**config.mk**
```make
export PLATFORM = sky130hd
export DESIGN_NAME = axis_xn_flat
export DESIGN_NICKNAME = d
export VERILOG_FILES = /design/src/rtl/axis_xn_if.sv /design/src/rtl/axis_xn.sv /design/src/flat_wrapper.sv
export SDC_FILE = /design/constraint.sdc
export NUM_CORES = 1
export LEC_CHECK = 0
export BUFFER_PORTS_ARGS = -buffer_cell sky130_fd_sc_hd__buf_2
export CAP_MARGIN = 30
export CORE_MARGIN = 10
export CORE_UTILIZATION = 59
export CTS_CLUSTER_DIAMETER = 200
export CTS_CLUSTER_SIZE = 20
export DETAILED_ROUTE_END_ITERATION = 7
export PLACE_DENSITY_LB_ADDON = 0.05
export SLEW_MARGIN = 10
export SYNTH_ARGS = -nofsm -noshare
export SYNTH_HDL_FRONTEND = slang
export SYNTH_SLANG_ARGS = --single-unit
```
**constraint.sdc**
```tcl
create_clock -name clk -period 7.8 [get_ports clk]
set_clock_uncertainty 0.1 [all_clocks]
set_input_delay 1.95 -clock clk [delete_from_list [all_inputs] [get_ports clk]]
set_output_delay 1.95 -clock clk [all_outputs]
set_load 0.01 [all_outputs]
```
**src/rtl/axis_xn_if.sv**
```systemverilog
// Axis_If: valid/ready stream bundle shared by the axis_xn ports.
//   valid  : producer has a beat on data/last
//   ready  : consumer accepts the beat this cycle
//   data   : DWIDTH-bit payload
//   last   : end-of-packet marker, travels with its beat
// Modports: master drives valid/data/last, slave drives ready.
interface Axis_If #(
    parameter int DWIDTH = 32
);
    logic              valid;
    logic              ready;
    logic [DWIDTH-1:0] data;
    logic              last;

    modport master (output valid, output data, output last, input ready);
    modport slave  (input valid, input data, input last, output ready);
endinterface

```
**src/rtl/axis_xn.sv**
```systemverilog
// axis_xn: elastic per-sample arithmetic on a valid/ready stream.
// Each beat carries PARALLEL_SAMPLES signed samples of SAMPLE_WIDTH bits.
// The mode sampled with a beat selects the operation for that beat only:
//   0 pass, 1 square (top half of the full product), 2 abs, 3 negate.
// The result is computed at the input and then rides a PIPE_STAGES-deep
// elastic register chain, so latency with no backpressure is PIPE_STAGES.
//
// Ports:
//   clk      : clock
//   reset    : synchronous, active-high
//   mode     : 2-bit operation select, captured with each accepted beat
//   data_in  : Axis_If slave, input beats
//   data_out : Axis_If master, result beats
//   busy     : any pipeline stage holds a valid beat
//
// Build option: define AXIS_XN_SAT_EN to make abs/negate of the most
// negative sample saturate to the most positive value; otherwise it wraps
// back to the most negative value.

// Per-sample datapath, purely combinational.
module axis_xn_lane #(
    parameter int W = 16
) (
    input  logic [W-1:0] x_i,
    input  logic [1:0]   mode_i,
    output logic [W-1:0] y_o
);
    localparam logic [W-1:0] ONE = {{(W-1){1'b0}}, 1'b1};
`ifdef AXIS_XN_SAT_EN
    localparam logic [W-1:0] MOST_NEG = {1'b1, {(W-1){1'b0}}};
    localparam logic [W-1:0] MOST_POS = ~MOST_NEG;
`endif

    logic [2*W-1:0] x_ext;
    logic [W-1:0]   sq_hi;
    logic [W-1:0]   neg;
    logic [W-1:0]   neg_fix;

    always_comb begin
        // Sign-extend to 2W so the low 2W bits of the unsigned product equal
        // the signed square; keep only the upper W bits (truncation).
        x_ext = {{W{x_i[W-1]}}, x_i};
        sq_hi = W'((x_ext * x_ext) >> W);
        neg   = ~x_i + ONE;
`ifdef AXIS_XN_SAT_EN
        neg_fix = (x_i == MOST_NEG) ? MOST_POS : neg;
`else
        neg_fix = neg;
`endif
        case (mode_i)
            2'd0:    y_o = x_i;
            2'd1:    y_o = sq_hi;
            2'd2:    y_o = x_i[W-1] ? neg_fix : x_i;
            default: y_o = neg_fix;
        endcase
    end
endmodule

module axis_xn #(
    parameter int SAMPLE_WIDTH     = 16,
    parameter int PARALLEL_SAMPLES = 2,
    parameter int SAMPLE_FRAC_BITS = 14,
    parameter int PIPE_STAGES      = 3
) (
    input  logic       clk,
    input  logic       reset,
    input  logic [1:0] mode,
    Axis_If.slave      data_in,
    Axis_If.master     data_out,
    output logic       busy
);
    localparam int DW = SAMPLE_WIDTH * PARALLEL_SAMPLES;

    generate
        if (PIPE_STAGES < 1 || PIPE_STAGES > 8) begin : g_bad_stages
            $error("axis_xn: PIPE_STAGES must be 1..8");
        end
        if (SAMPLE_FRAC_BITS < 0 || SAMPLE_FRAC_BITS >= SAMPLE_WIDTH) begin : g_bad_frac
            $error("axis_xn: SAMPLE_FRAC_BITS must be 0..SAMPLE_WIDTH-1");
        end
    endgenerate

    // Result of the beat currently offered on data_in.
    logic [DW-1:0] res;

    for (genvar i = 0; i < PARALLEL_SAMPLES; i++) begin : g_lane
        axis_xn_lane #(.W(SAMPLE_WIDTH)) u_lane (
            .x_i    (data_in.data[i*SAMPLE_WIDTH +: SAMPLE_WIDTH]),
            .mode_i (mode),
            .y_o    (res[i*SAMPLE_WIDTH +: SAMPLE_WIDTH])
        );
    end

    logic [PIPE_STAGES-1:0]         vld_q,  vld_d;
    logic [PIPE_STAGES-1:0]         last_q, last_d;
    logic [PIPE_STAGES-1:0][DW-1:0] data_q, data_d;

    // ld[k]: stage k may load this cycle. ld[PIPE_STAGES] is the sink.
    // A stage loads when empty or when its own content moves on, which
    // reduces to ~vld | ld[k+1].
    logic [PIPE_STAGES:0] ld;

    always_comb begin
        ld = '0;
        ld[PIPE_STAGES] = data_out.ready;
        for (int k = PIPE_STAGES - 1; k >= 0; k--) begin
            ld[k] = ~vld_q[k] | ld[k+1];
        end
    end

    always_comb begin
        vld_d  = vld_q;
        last_d = last_q;
        data_d = data_q;
        if (ld[0]) begin
            vld_d[0] = data_in.valid;
            if (data_in.valid) begin
                data_d[0] = res;
                last_d[0] = data_in.last;
            end
        end
        for (int k = 1; k < PIPE_STAGES; k++) begin
            if (ld[k]) begin
                vld_d[k] = vld_q[k-1];
                // Payload only moves with a real beat; bubbles leave it be.
                if (vld_q[k-1]) begin
                    data_d[k] = data_q[k-1];
                    last_d[k] = last_q[k-1];
                end
            end
        end
    end

    always_ff @(posedge clk) begin
        if (reset) begin
            vld_q  <= '0;
            last_q <= '0;
            data_q <= '0;
        end else begin
            vld_q  <= vld_d;
            last_q <= last_d;
            data_q <= data_d;
        end
    end

    assign data_in.ready  = ld[0] & ~reset;
    assign data_out.valid = vld_q[PIPE_STAGES-1];
    assign data_out.data  = data_q[PIPE_STAGES-1];
    assign data_out.last  = last_q[PIPE_STAGES-1];
    assign busy           = |vld_q;
endmodule

```
**src/flat_wrapper.sv**
```systemverilog
// flat-port wrapper written by rule: the top's interface ports become plain ports
module axis_xn_flat 
#(
    parameter int SAMPLE_WIDTH     = 16,
    parameter int PARALLEL_SAMPLES = 2,
    parameter int SAMPLE_FRAC_BITS = 14,
    parameter int PIPE_STAGES      = 3
)
  (clk, reset, mode, busy, data_in_valid, data_in_data, data_in_last, data_in_ready, data_out_valid, data_out_data, data_out_last, data_out_ready);
  Axis_If #(.DWIDTH((32))) data_in_i ();
  Axis_If #(.DWIDTH((32))) data_out_i ();
  input  logic clk;
  input  logic reset;
  input  logic [1:0] mode;
  output logic busy;
  input wire logic [$bits(data_in_i.valid)-1:0] data_in_valid;
  input wire logic [$bits(data_in_i.data)-1:0] data_in_data;
  input wire logic [$bits(data_in_i.last)-1:0] data_in_last;
  output wire logic [$bits(data_in_i.ready)-1:0] data_in_ready;
  output wire logic [$bits(data_out_i.valid)-1:0] data_out_valid;
  output wire logic [$bits(data_out_i.data)-1:0] data_out_data;
  output wire logic [$bits(data_out_i.last)-1:0] data_out_last;
  input wire logic [$bits(data_out_i.ready)-1:0] data_out_ready;
  assign data_in_i.valid = data_in_valid;
  assign data_in_i.data = data_in_data;
  assign data_in_i.last = data_in_last;
  assign data_in_ready = data_in_i.ready;
  assign data_out_valid = data_out_i.valid;
  assign data_out_data = data_out_i.data;
  assign data_out_last = data_out_i.last;
  assign data_out_i.ready = data_out_ready;
  axis_xn #(.SAMPLE_WIDTH(SAMPLE_WIDTH), .PARALLEL_SAMPLES(PARALLEL_SAMPLES), .SAMPLE_FRAC_BITS(SAMPLE_FRAC_BITS), .PIPE_STAGES(PIPE_STAGES)) u_core (.clk(clk), .reset(reset), .mode(mode), .data_in(data_in_i), .data_out(data_out_i), .busy(busy));
endmodule
```
==> metrics.md <==
| Metric | Value |
|---|---|
| Status | `completed` |
| Placed Area | `24800 um2` |
| Chip width | `213 um` |
| Cell area after synthesis | `22100 um2` |
| Skew-Pair Late Insertion Delay | `around 0.34 ns` |
| R2R cell count | `8` |
| Post-synth cell types | `76` |
| Crit end category | `flop` |
| Tmin final | `7.63 ns` |
| Full die area | `45500 um2` |
| Placed cell count | `3230` |
| Antenna violations before repair | `0` |
| Antenna violation net count after detailed routing | `0` |
| DR vias/cell | `5.29` |
| Unrepaired setup endpoints after global routing | `yes` |
| Crit Path Max Fanout | `4` |
| Reg-to-reg startpoint | `u_core.vld_q[2]` |
| RR Endpoint | `u_core.data_q[15]` |
| Die height | `213 um` |
| Slew Viols, Final | `0` |
| Least-Margin Pin Slew | `0.929 ns` |
| Final Cycle Share | `97.9%` |
| DRC | `0` |
| Reg2Reg Setup Slack | `roughly 5.1 ns` |
| H-tree depth | `3` |
| Routability cong. | `0.906` |
| Drt wl/cell | `17.2 um` |
| CTS tree | `built` |
| Wirelength, routed | `~56000 um` |
| Top FF cell, synth | `dfxtp_1` |
| Max Cap Viol | `0` |
| Largest net degree at the start of global routing | `92` |
| Cts hold-fix bufs | `0` |
| DR vias | `between 15000 and 20000` |
| Post-synthesis sequential area ratio | `a little under a tenth` |
| Worst Hold Class | `flop to flop` |
| CP Data Arrival Time | `7.75 ns` |
| Clk sinks | `102` |
| Worst hold slack | `0.347 ns` |
| Antenna cells | `0` |
| Port Buffer Count | `74` |
| Hold endpoint | `u_core.data_q[19]` |
| CTS Buf Count | `9` |
| Yosys warnings | `0` |
| Hold path cells | `2` |
| CTS Buffer Depth | `2` |
| FP Rows | `70` |
| Syn Inst Count | `2523` |
| Post-Layout Cell Count | `3247` |
| Final Util | `approximately 69%` |
| Crit path launch | `data_in_data[19]` |
| Max-slew headroom | `38.1%` |
| Total grt overflow | `0` |
| Critical path type | `primary input to flop` |
| Fraction of registers with async set/reset | `0%` |
| Initial detailed-routing violation count | `~850` |
| Root buf cell | `clkbuf_16` |
| Critical Path Source Type | `primary input` |
| # setup viols final | `0` |
| Post-synthesis net count | `3214` |
| Hold_sp | `u_core.data_q[19]` |
| Yosys reg bits | `102` |
| Max Freq | `131 MHz` |
| Synth-to-Final Area Change | `14.8%` |
| Final HPWL DP | `48700 um` |
| DR pass1 iterations | `5` |
| CTS clk-pin slew, worst paths | `0.07 ns` |
| First-pass GRT wire length | `92900 um` |
| Final-report hold violation count | `0` |
| Layout cells sized above 1 | `~17%` |
| Number of synthesized flops with an enable pin | `0` |
| Syn_area_per_cell | `just under 9 um2` |
| Core area | `36800 um2` |
| GRT Util Overall | `25.5%` |
| Vias in the first global route | `18800` |
| Post-CTS setup buffers | `0` |
| Fillcell total | `~3100` |
| Initial Util | `59.9%` |
| Nets | `3465` |
| WP data required | `around 8 ns` |
| Final Cell Area | `around 25000 um2` |
| Io pins | `75` |
[repair_timing]
| item | in CTS | in global routing |
|---|---|---|
| endpoints found under the hold margin | 0 | 0 |
| endpoints found under the setup margin | 0 | 24 |
| gates resized for setup | 0 | 42 |
[layout make-up]
type,count,area [um2],share of cell area [%]
Tap cell,468,586,2.31
Sequential cell,102,2040,8.06
Multi-Input combinational cell,1639,17100,67.7
Inverter,645,2420,9.57
Clock inverter,4,52.6,0.208
Clock buffer,12,267,1.05
Timing Repair Buffer,377,2810,11.1
[sequential cells by signal (all words and copies together) (netlist names)]
| signal | flops |
|---|---|
| u_core.data_out.data | 32 |
| u_core.data_q | 64 |
| u_core.last_q | 3 |
| u_core.vld_q | 3 |
[cells in the final DEF, fill, tap and decap left out, drive strengths merged, types with 4 or more instances in the layout]
cell type,Yosys,final
inv,640,641
fa,466,466
buf,41,374
nand2,336,336
ha,186,186
nor2,124,124
a21oi,122,122
dfxtp,102,102
and2,59,59
xnor2,56,56
o21ai,42,42
nor3,27,27
nand3,24,24
a21o,20,20
a211oi,15,15
clkbuf,96,15
xor2,13,13
a31oi,13,13
or3,10,10
or2,9,9
nand2b,8,8
a31o,8,8
nor2b,7,7
clkinv,5,7
nand4,6,6
o211ai,6,6
a311oi,6,6
a41o,5,5
o21bai,5,5
a22oi,5,5
o31ai,5,5
a41oi,4,4
a221oi,4,4
o221ai,4,4
o311ai,4,4
[worst max-delay path, stage by stage]
cell,delay (ns)
buf_2,0.13
buf_4,0.17
nand2_1,0.09
inv_1,0.06
fa_1,0.53
inv_1,0.06
fa_1,0.46
fa_1,0.57
inv_1,0.06
fa_1,0.48
fa_1,0.49
inv_1,0.05
fa_1,0.47
inv_1,0.04
ha_1,0.32
nand4_1,0.20
nor2_1,0.16
a32o_1,0.21
a21oi_2,0.04
buf_4,0.16
a311oi_4,0.30
o311ai_2,0.13
nor2b_4,0.16
a2111oi_1,0.36
a211oi_1,0.09
[through the flow]
step                      setup TNS (ns)  worst slack, ns
after floorplan                        0          0.00169
after global placement             -2.53           -0.250
after detailed placement           -3.89           -0.322
after CTS                              0           0.0328
after global routing              -0.336           -0.114
final                                  0            0.167
[worst max-delay path by stage]
stage / depth (start not counted) / to
floorplan: 21 / u_core.data_q[31]
global placement: 22 / u_core.data_q[18]
detailed placement: 24 / u_core.data_q[31]
CTS: 22 / u_core.data_q[18]
global route: 25 / u_core.data_q[31]
finish: 25 / u_core.data_q[31]
[per-layer routing]
metal / share of wire [%] / global-route usage (%) / routed length (um) / vias up
met1: 40 / 31.3 / 22600 / 8599
met2: 53 / 47.5 / 29600 / 415
met5: 0 / 0 / 0 / -
met4: 2.8 / 6.48 / 1540 / 0
met3: 3.7 / 2.04 / 2050 / 111
li1: - / - / - / 8063
[kinds of logic after synthesis]
logic type | share of synthesized area, %
AO/OA/AOI/OAI | 8.41
buffers and inverters | 13.9
XOR/XNOR | 2.74
flip-flops | 9.26
adder cells (fa/ha/maj) | 52.9
AND/OR/NAND/NOR | 12.5
multiplexers | 0.340
[synth_stat cells, types with 7 or more instances]
library cell,count,area [um2]
nand3_1,22,110
nor2_1,124,465
a21oi_1,122,611
nor2b_1,7,43.8
xnor2_1,56,490
a31o_2,7,61.3
xor2_1,13,114
ha_1,186,2330
fa_1,466,9330
and2_1,59,369
nor3_1,24,120
nand2b_1,8,50.1
or3_1,9,56.3
a21o_1,20,150
dfxtp_1,102,2040
inv_1,636,2390
or2_2,8,50.1
a211oi_1,14,105
clkbuf_1,96,360
buf_4,32,240
nand2_1,336,1260
o21ai_0,40,200
a31oi_1,13,81.3
Power is left out: the tool's default activity adds up to more than one toggle a clock period on the data nets, which glitch-free logic cannot reach.
